<file path="config.mk">
export PLATFORM = sky130hd
export DESIGN_NAME = cdb_arbiter
export DESIGN_NICKNAME = d
export VERILOG_FILES = /design/src/rtl/cdb_arbiter.sv
export SDC_FILE = /design/constraint.sdc
export NUM_CORES = 1
export LEC_CHECK = 0
export BUFFER_PORTS_ARGS = -buffer_cell sky130_fd_sc_hd__clkbuf_2
export CAP_MARGIN = 15
export CORE_MARGIN = 2
export CORE_UTILIZATION = 55
export CTS_CLUSTER_DIAMETER = 50
export DETAILED_ROUTE_END_ITERATION = 8
export GPL_TIMING_DRIVEN = 1
export HOLD_SLACK_MARGIN = 0.1
export PLACE_DENSITY = 0.93
export SLEW_MARGIN = 20
export SYNTH_ARGS = -nofsm -noshare
export SYNTH_HDL_FRONTEND = slang
export SYNTH_SLANG_ARGS = --single-unit
</file>
<file path="constraint.sdc">
create_clock -name clk -period 5.04 [get_ports clk]
set_input_delay 0.252 -clock clk [delete_from_list [all_inputs] [get_ports clk]]
set_output_delay 0.252 -clock clk [all_outputs]
set_load 0.01 [all_outputs]
</file>
<file path="src/rtl/cdb_arbiter.sv">
// Common data bus arbiter: one-entry holding buffer per functional unit, one registered broadcast per cycle.
// Build option CDB_RR_EN selects round-robin grant; without it, fixed priority load > mult > add.
module cdb_arbiter #(
    parameter int W = 40
) (
    input  logic         clk,
    input  logic         rst_n,
    input  logic         add_valid,
    input  logic [W-1:0] add_data,
    output logic         add_ready,
    input  logic         mul_valid,
    input  logic [W-1:0] mul_data,
    output logic         mul_ready,
    input  logic         ld_valid,
    input  logic [W-1:0] ld_data,
    output logic         ld_ready,
    output logic         cdb_valid,
    output logic [W-1:0] cdb_bus,
    output logic [1:0]   cdb_src,
    output logic         drop_err
);
    localparam int N = 3;

    logic [N-1:0] in_valid;
    logic [W-1:0] in_data [N];
    logic [N-1:0] ready;
    logic [N-1:0] xfer;
    logic [N-1:0] keep;
    logic [N-1:0] gnt;
    logic [1:0]   gnt_idx;
    logic         gnt_any;

    logic [N-1:0] buf_v_q, buf_v_d;
    logic [W-1:0] buf_data_q [N];
    logic         cdb_valid_q, cdb_valid_d;
    logic [W-1:0] cdb_bus_q, cdb_bus_d;
    logic [1:0]   cdb_src_q, cdb_src_d;
    logic         drop_err_q, drop_err_d;

    assign in_valid   = {ld_valid, mul_valid, add_valid};
    assign in_data[0] = add_data;
    assign in_data[1] = mul_data;
    assign in_data[2] = ld_data;

    // A freed-this-cycle buffer may be refilled in the same cycle.
    assign ready = ~buf_v_q | gnt;
    assign xfer  = in_valid & ready;

    genvar gi;
    generate
        for (gi = 0; gi < N; gi++) begin : g_src
            // Tag 8'h00 marks an idle word; it is accepted but never buffered.
            assign keep[gi] = xfer[gi] & (in_data[gi][W-1:W-8] != 8'h00);

            always_ff @(posedge clk) begin
                if (keep[gi]) begin
                    buf_data_q[gi] <= in_data[gi];
                end
            end
        end
    endgenerate

`ifdef CDB_RR_EN
    logic [1:0] last_q, last_d;

    always_comb begin
        int unsigned idx;
        gnt     = '0;
        gnt_idx = 2'd0;
        gnt_any = 1'b0;
        for (int k = 0; k < N; k++) begin
            idx = (int'(last_q) + 1 + k) % N;
            if (!gnt_any && buf_v_q[idx]) begin
                gnt_any   = 1'b1;
                gnt[idx]  = 1'b1;
                gnt_idx   = idx[1:0];
            end
        end
        last_d = gnt_any ? gnt_idx : last_q;
    end

    always_ff @(posedge clk or negedge rst_n) begin
        if (!rst_n) begin
            last_q <= 2'd2;
        end else begin
            last_q <= last_d;
        end
    end
`else
    always_comb begin
        gnt     = '0;
        gnt_idx = 2'd0;
        gnt_any = |buf_v_q;
        if (buf_v_q[2]) begin
            gnt[2]  = 1'b1;
            gnt_idx = 2'd2;
        end else if (buf_v_q[1]) begin
            gnt[1]  = 1'b1;
            gnt_idx = 2'd1;
        end else if (buf_v_q[0]) begin
            gnt[0]  = 1'b1;
            gnt_idx = 2'd0;
        end
    end
`endif

    always_comb begin
        buf_v_d     = (buf_v_q & ~gnt) | keep;
        drop_err_d  = |(xfer & ~keep);
        cdb_valid_d = gnt_any;
        cdb_src_d   = gnt_any ? gnt_idx : 2'd3;
        cdb_bus_d   = '0;
        if (gnt_any) begin
            case (gnt_idx)
                2'd1:    cdb_bus_d = buf_data_q[1];
                2'd2:    cdb_bus_d = buf_data_q[2];
                default: cdb_bus_d = buf_data_q[0];
            endcase
        end
    end

    always_ff @(posedge clk or negedge rst_n) begin
        if (!rst_n) begin
            buf_v_q     <= '0;
            cdb_valid_q <= 1'b0;
            cdb_bus_q   <= '0;
            cdb_src_q   <= 2'd3;
            drop_err_q  <= 1'b0;
        end else begin
            buf_v_q     <= buf_v_d;
            cdb_valid_q <= cdb_valid_d;
            cdb_bus_q   <= cdb_bus_d;
            cdb_src_q   <= cdb_src_d;
            drop_err_q  <= drop_err_d;
        end
    end

    assign add_ready = ready[0];
    assign mul_ready = ready[1];
    assign ld_ready  = ready[2];
    assign cdb_valid = cdb_valid_q;
    assign cdb_bus   = cdb_bus_q;
    assign cdb_src   = cdb_src_q;
    assign drop_err  = drop_err_q;
endmodule
</file>
==> results of run 1 <==
worst paths after layout:
kind | from | to | slack [ns] | cells after the start
min in group clk | add_data[25] | buf_data_q[0][25]$_DFFE_PP_ | 0.45 | 2
max | buf_v_q[1]$_DFF_PN0_ | buf_data_q[0][74]$_DFFE_PP_ | 2.62 | 4
min | rst_n | cdb_bus[35]$_DFF_PN0_ | 0.39 | 3
max in group asynchronous | rst_n | buf_v_q[1]$_DFF_PN0_ | 4.17 | 3
max reg2reg | buf_v_q[1]$_DFF_PN0_ | buf_data_q[0][74]$_DFFE_PP_ | 2.62 | 4
min reg2reg | buf_data_q[0][89]$_DFFE_PP_ | cdb_bus[9]$_DFF_PN0_ | 0.46 | 2
cells in the final DEF (no fill, tap or decap), types with 2 or more instances in the layout:
master | synthesis | routed
clkbuf_16 | 0 | 16
clkbuf_2 | 1 | 170
nor4_1 | 6 | 6
clkinv_1 | 0 | 4
nand2_1 | 45 | 45
buf_4 | 5 | 5
dlygate4sd3_1 | 0 | 124
a21oi_4 | 0 | 2
and3b_1 | 39 | 39
dfrtp_1 | 45 | 42
clkinv_4 | 0 | 2
diode_2 | 0 | 3
edfxtp_1 | 120 | 120
dfrtp_2 | 0 | 2
clkbuf_1 | 4 | 4
o21ai_0 | 15 | 15
bufinv_16 | 0 | 2
a21oi_1 | 41 | 39
o21ai_1 | 26 | 26
clkinv_2 | 0 | 3
dfstp_2 | 2 | 2
layer usage:
layer	up-vias	global-route usage [%]	routed length, um
met2	261	53.64	8975
met1	2160	32.45	5634
met4	0	13.55	641
li1	1982	-	-
met5	-	0	0
met3	50	6.570	1119
stage by stage:
step           hold slack [ns]  worst slack, ns  cell area [sq um]  utilization [%]
2_1_floorplan         -0.04359            1.247               5944                -
3_3_place_gp            0.3790            2.645               6910            66.34
3_5_place_dp            0.3977            2.523               6910            66.34
4_1_cts                 0.3859            2.519               8688            83.41
5_1_grt                 0.4334            2.494               8700            83.52
6_report                0.3874            2.615               8700            83.52
cells by family (layout without fill, tap and decap cells):
kind of cell	after synthesis	in the layout	share of synthesized area (%)
DFF	167	167	80.45
other	1	4	0.06308
and+or+nand+nor	94	94	9.577
AOI/OAI and AO/OA	88	88	7.746
buffers and inverters	23	331	2.168
tightest hold or removal path, cell delays in order:
cell	delay [ns]
dlygate4sd3_1	0.53
clkbuf_2	0.10
buf_4	0.51
state kept, by name, indices dropped and copies added (netlist names):
name	cells
cdb_bus	40
buf_v_q	3
buf_data_q	120
cdb_src	2
drop_err	1
cdb_valid	1
cell type report:
cell class | instances | area [sq um] | share of cell area, %
Sequential cell | 167 | 4788 | 55.04
Timing Repair Buffer | 299 | 2130 | 24.48
Multi-Input combinational cell | 183 | 1067 | 12.27
Clock buffer | 21 | 429.2 | 4.933
Tap cell | 136 | 170.2 | 1.956
Clock inverter | 11 | 107.6 | 1.237
Antenna cell | 3 | 7.507 | 0.08629
timing repair:
| action | CTS | global route |
|---|---|---|
| hold endpoints to repair | 168 | 0 |
| setup endpoints to repair | 0 | 0 |
| gates resized for setup | 0 | 0 |
| hold buffers | 124 | 0 |
power by group through the flow:
stage               Sequential, mW  Clock (mW)  Combinational (mW)
CTS                           1.63        1.18               0.304
detailed placement            1.65           0               0.227
finish                        1.63        1.18               0.317
global route                  1.64        1.25               0.341
global placement              1.65           0               0.215
floorplan                     1.65           0               0.100
==> flow_summary_export.csv, run 1 <==
group,metric,value,unit
outcome,status,"finished, final reports clean",
sta,worst_pin_slew,0.8502,ns
sta,finalHoldViolations,0,
logic_synthesis,yosysWarnings,0,
logic_synthesis,ys.flop_type,"edfxtp_1",
logic_synthesis,yosysMostFrequentCell,"edfxtp_1",
clock_network,cts_tree,"done",
detailed_routing,via_per_inst,5.430,
power,pwr-share-clk,37.8,%
die,die_x,108.0,um
logic_synthesis,synth_seq_cells,167,
power,peakVddDrop,299.2,uV
power,swShare,22.09,%
power,p_switching,0.6923,mW
placed_design,io_buffers,170,
grt,grt_pass1_vias,4691,
grt,antenna_found_initial,3,
clock_network,htree_levels,4,
critical_path,crit_chain,"nand2_1 -> nand2_1 -> a21oi_4 -> buf_4",
logic_synthesis,yosysTopAreaCell,"edfxtp_1",
detailed_routing,vias,4453,
clock_network,clk_latency,0.52,ns
die,coreArea,10420,sq um
detailed_routing,routedWlPerCell,19.96,um
critical_path,critPathBufInv,1,
power,pwr-share-comb,10.1,%
clock_network,clock_path_buffers,2,
power,power.density,360.3,nW/um^2
logic_synthesis,syn_area_per_cell,15.94,sq um
detailed_routing,antenna_left,0,
grt,grt_overflow,0,
hold_path,hold_class,"in2async",
critical_path,critPathArrivalTime,2.61,ns
logic_synthesis,ys_async_sr_fraction,28.14,%
logic_synthesis,synth.distinct_cells,25,
layout,fillers,517,
logic_synthesis,syn_inst,373,
clock_network,cts_setup_buffers,0,
grt,grt_pass1_wl,24420,um
grt,grt_usage,29.31,%
placed_design,dp_hpwl,7938,um
critical_path,endpoint_kind,"register",
die,die_h,108.0,um
detailed_routing,drt_first_iter_violations,296,
sta,final_max_slew_viol_count,0,
detailed_routing,totalWireLength,16370,um
placed_design,dpl.cell_count,661,
clock_network,cts_made_buffers,17,
detailed_routing,post-route-drc-count,0,
sta,period_share,48.11,%
die,rows,37,
logic_synthesis,syn-num-nets,498,
clock_network,clock_sinks,167,
layout,syn2layout_area_growth,46.35,%
power,totalPowerFinal,3.134,mW
logic_synthesis,syn-cell-area,5944,sq um
power,p_seq_share,52.1,%
layout,nNetsFinal,793,
sta,rsz0062_at_grt,"no",
critical_path,cpMaxStageDelayCell,"dfrtp_4",
die,io_pins,172,
sta,final.setup.tns,0,ns
sta,setup_viol,0,
layout,drive_gt1_share,30.54,%
placed_design,place.gp.congestion,0.8101,
power,internal_power,2.442,mW
sta,max_freq,412.4,MHz
grt,grt_max_degree,87,
critical_path,worstPathRequired,5.22,ns
critical_path,max_stage_delay,0.77,ns
clock_network,clkTransAtPathRegs,0.06,ns
sta,period_minus_slack,2.425,ns
layout,instances_no_fill,820,
critical_path,cp_max_fo,85,
sta,finClkSkew,0.007169,ns
power,leakagePower,3.748,nW
detailed_routing,drtPass1Iterations,5,
critical_path,startpoint_type,"register",
flow_run,maxCapViolations,0,
die,start_util,57.07,%
critical_path,cp_common_cell,"nand2_1",
logic_synthesis,synth-edff-count,120,
critical_path,cpLargestDelayFamily,"flip-flops",
sta,max-slew-margin-rel,42.80,%
logic_synthesis,netlist_top_cells_count,"edfxtp_1, dfrtp_1, nand2_1, a21oi_1, and3b_1",
logic_synthesis,synthTopCellsByArea,"edfxtp_1, dfrtp_1, and3b_1",
logic_synthesis,synth_top_area_share,60.62,%
logic_synthesis,yosysSeqAreaShare,80.45,%
die,die_area,11660,sq um
clock_network,root_buffer,"clkbuf_8",
critical_path,critPathKind,"reg2reg",
No activity file was read; power rests on OpenSTA's default activity.
==> inputs of run 2 (changes only) <==
- CORE_UTILIZATION: 55 -> 46
- PLACE_DENSITY: 0.93 -> 0.84
- clock period: 5.04 -> 2.2 ns (I/O delays scaled with it)
==> run 2 against run 1 <==
Net effect:
- total power is 140% higher
- worst hold slack lost 0.11 ns
- first-iteration DRC count increased by 0.34%
- critical path type is now in2reg
- largest cell class unchanged
==> flow_summary_export.csv, run 2 (synthesized netlist as in run 1, its figures left out) <==
group,metric,value,unit
outcome,status,"finished, final reports clean",
clock_network,cts_tree,"done",
sta,period_share,84.99,%
detailed_routing,drt_first_iter_violations,297,
sta,setup_viol,0,
sta,final_max_slew_viol_count,0,
power,internal_power,5.782,mW
critical_path,critPathBufInv,3,
critical_path,reg2reg_setup_slack,0.53,ns
clock_network,cts_resized,0,
die,rows,41,
power,p_seq_share,49.9,%
power,pwr-share-clk,39.9,%
die,die_h,117.7,um
sta,max_freq,534.8,MHz
layout,largest_reg_flops,120,
critical_path,cpLargestDelayFamily,"buffers and inverters",
layout,final_common_cell,"clkbuf_2",
grt,grt_max_degree,84,
detailed_routing,antenna_left,0,
power,swShare,21.81,%
layout,syn2layout_area_growth,48.60,%
detailed_routing,drtPass1Iterations,4,
clock_network,htree_levels,4,
detailed_routing,topRoutingLayerUsed,"met4",
power,power.density,837.1,nW/um^2
sta,finalHoldViolations,0,
sta,finClkSkew,0.008616,ns
power,leakagePower,3.785,nW
sta,max-slew-margin-rel,46.76,%
detailed_routing,vias,4211,
sta,rsz0062_at_grt,"no",
detailed_routing,wl_met2,8249,um
layout,fillers,811,
detailed_routing,totalWireLength,15110,um
clock_network,root_buffer,"clkbuf_16",
layout,diodes,0,
grt,grt_pass1_wl,23460,um
critical_path,worstPathRequired,2.30,ns
layout,drive_gt1_share,31.34,%
sta,worst_pin_slew,0.7913,ns
critical_path,critPathArrivalTime,1.97,ns
grt,grt_pass1_vias,4587,
critical_path,startpoint_type,"input port",
power,pwr-share-comb,10.2,%
power,p_switching,1.613,mW
layout,regMostFlops,"buf_data_q",
sta,period_minus_slack,1.870,ns
layout,nNetsFinal,798,
detailed_routing,wl_met3,739,um
grt,grt_usage,22.67,%
grt,grt_overflow,0,
grt,antenna_found_initial,0,
critical_path,cpMaxStageDelayCell,"nor4_1",
die,die_area,13850,sq um
layout,final_cell_mix,"clkbuf_2, dlygate4sd3_1, edfxtp_1",
sta,final.setup.tns,0,ns
clock_network,cts_setup_buffers,0,
die,die_x,117.7,um
detailed_routing,post-route-drc-count,0,
critical_path,critPathKind,"in2reg",
placed_design,dp_hpwl,8289,um
hold_path,hold_class,"in2async",
die,start_util,47.10,%
die,coreArea,12620,sq um
critical_path,crit_chain,"dlygate4sd3_1 -> clkbuf_2 -> nor4_1 -> a21boi_4 -> buf_4",
critical_path,max_stage_delay,0.70,ns
clock_network,clock_sinks,167,
detailed_routing,via_per_inst,4.908,
clock_network,clk_latency,0.42,ns
clock_network,clock_path_buffers,2,
flow_run,maxCapViolations,0,
die,io_pins,172,
detailed_routing,drt-met1-wl,5559,um
critical_path,endpoint_kind,"register",
clock_network,clkTransAtPathRegs,0.06,ns
sta,holdWs,0.2814,ns
power,peakVddDrop,751.1,uV
critical_path,cp_max_fo,41,
placed_design,io_buffers,170,
placed_design,place.gp.congestion,0.7939,
detailed_routing,routedWlPerCell,17.61,um
clock_network,cts_made_buffers,17,
## run 2: cell types whose count changed in the layout (fill, tap and decap cells not counted), sizes merged
cell / before / now
clkinvlp: 0 / 4
clkinv: 9 / 4
bufinv: 2 / 3
clkbuf: 191 / 189
diode: 3 / 0
inv: 0 / 2
buf: 5 / 10
## run 2: cell type report
type / instances / area [sq um] / share of cell area [%]
tap: 172 / 215.2 / 2.436
multi-input combinational: 183 / 1067 / 12.08
sequential: 167 / 4785 / 54.16
timing repair buffer: 304 / 2180 / 24.67
clock buffer: 19 / 432.9 / 4.901
clock inverter: 13 / 153.9 / 1.742
## run 2: power groups by stage
| stage | combinational [mW] | clock, mW | sequential [mW] |
|---|---|---|---|
| 2_1_floorplan | 0.234 | 0 | 3.78 |
| 3_3_place_gp | 0.548 | 0 | 3.75 |
| 3_5_place_dp | 0.569 | 0 | 3.75 |
| 4_1_cts | 0.746 | 2.98 | 3.69 |
| 5_1_grt | 0.821 | 3.14 | 3.71 |
| 6_report | 0.754 | 2.95 | 3.69 |
## run 2: stage by stage
stage / utilization (%) / setup WS (ns) / area, sq um / power (mW) / cells
after floorplan: - / 0.1405 / 5971 / 4.014 / 373
after global placement: 55.51 / 0.5781 / 7005 / 4.297 / 702
after detailed placement: 55.51 / 0.5007 / 7005 / 4.323 / 702
after CTS: 70.00 / 0.3881 / 8833 / 7.420 / 858
after global routing: 70.00 / 0.2637 / 8833 / 7.671 / 858
final: 70.00 / 0.3302 / 8833 / 7.395 / 858
## run 2: worst paths after layout
kind	start	endpoint	cells after the start
max in group asynchronous	rst_n	buf_v_q[1]$_DFF_PN0_	3
worst min-delay path	rst_n	cdb_bus[31]$_DFF_PN0_	2
worst min register to register	buf_data_q[0][110]$_DFFE_PP_	cdb_bus[30]$_DFF_PN0_	2
worst max register to register	buf_v_q[2]$_DFF_PN0_	buf_data_q[0][44]$_DFFE_PP_	4
min in group clk	add_data[12]	buf_data_q[0][12]$_DFFE_PP_	2
worst max-delay path	ld_data[33]	buf_data_q[0][111]$_DFFE_PP_	5
## run 2: what timing repair did
item / CTS / global route
hold buffers: 124 / 0
endpoints found under the setup margin: 0 / 0
hold endpoints to repair: 147 / 0
## run 2: per-layer routing
| metal | up-vias | GRT usage, % |
|---|---|---|
| met5 | - | 0 |
| met4 | 0 | 10.99 |
| met3 | 39 | 6.880 |
| met2 | 182 | 40.01 |
| met1 | 1999 | 24.84 |
| li1 | 1991 | - |
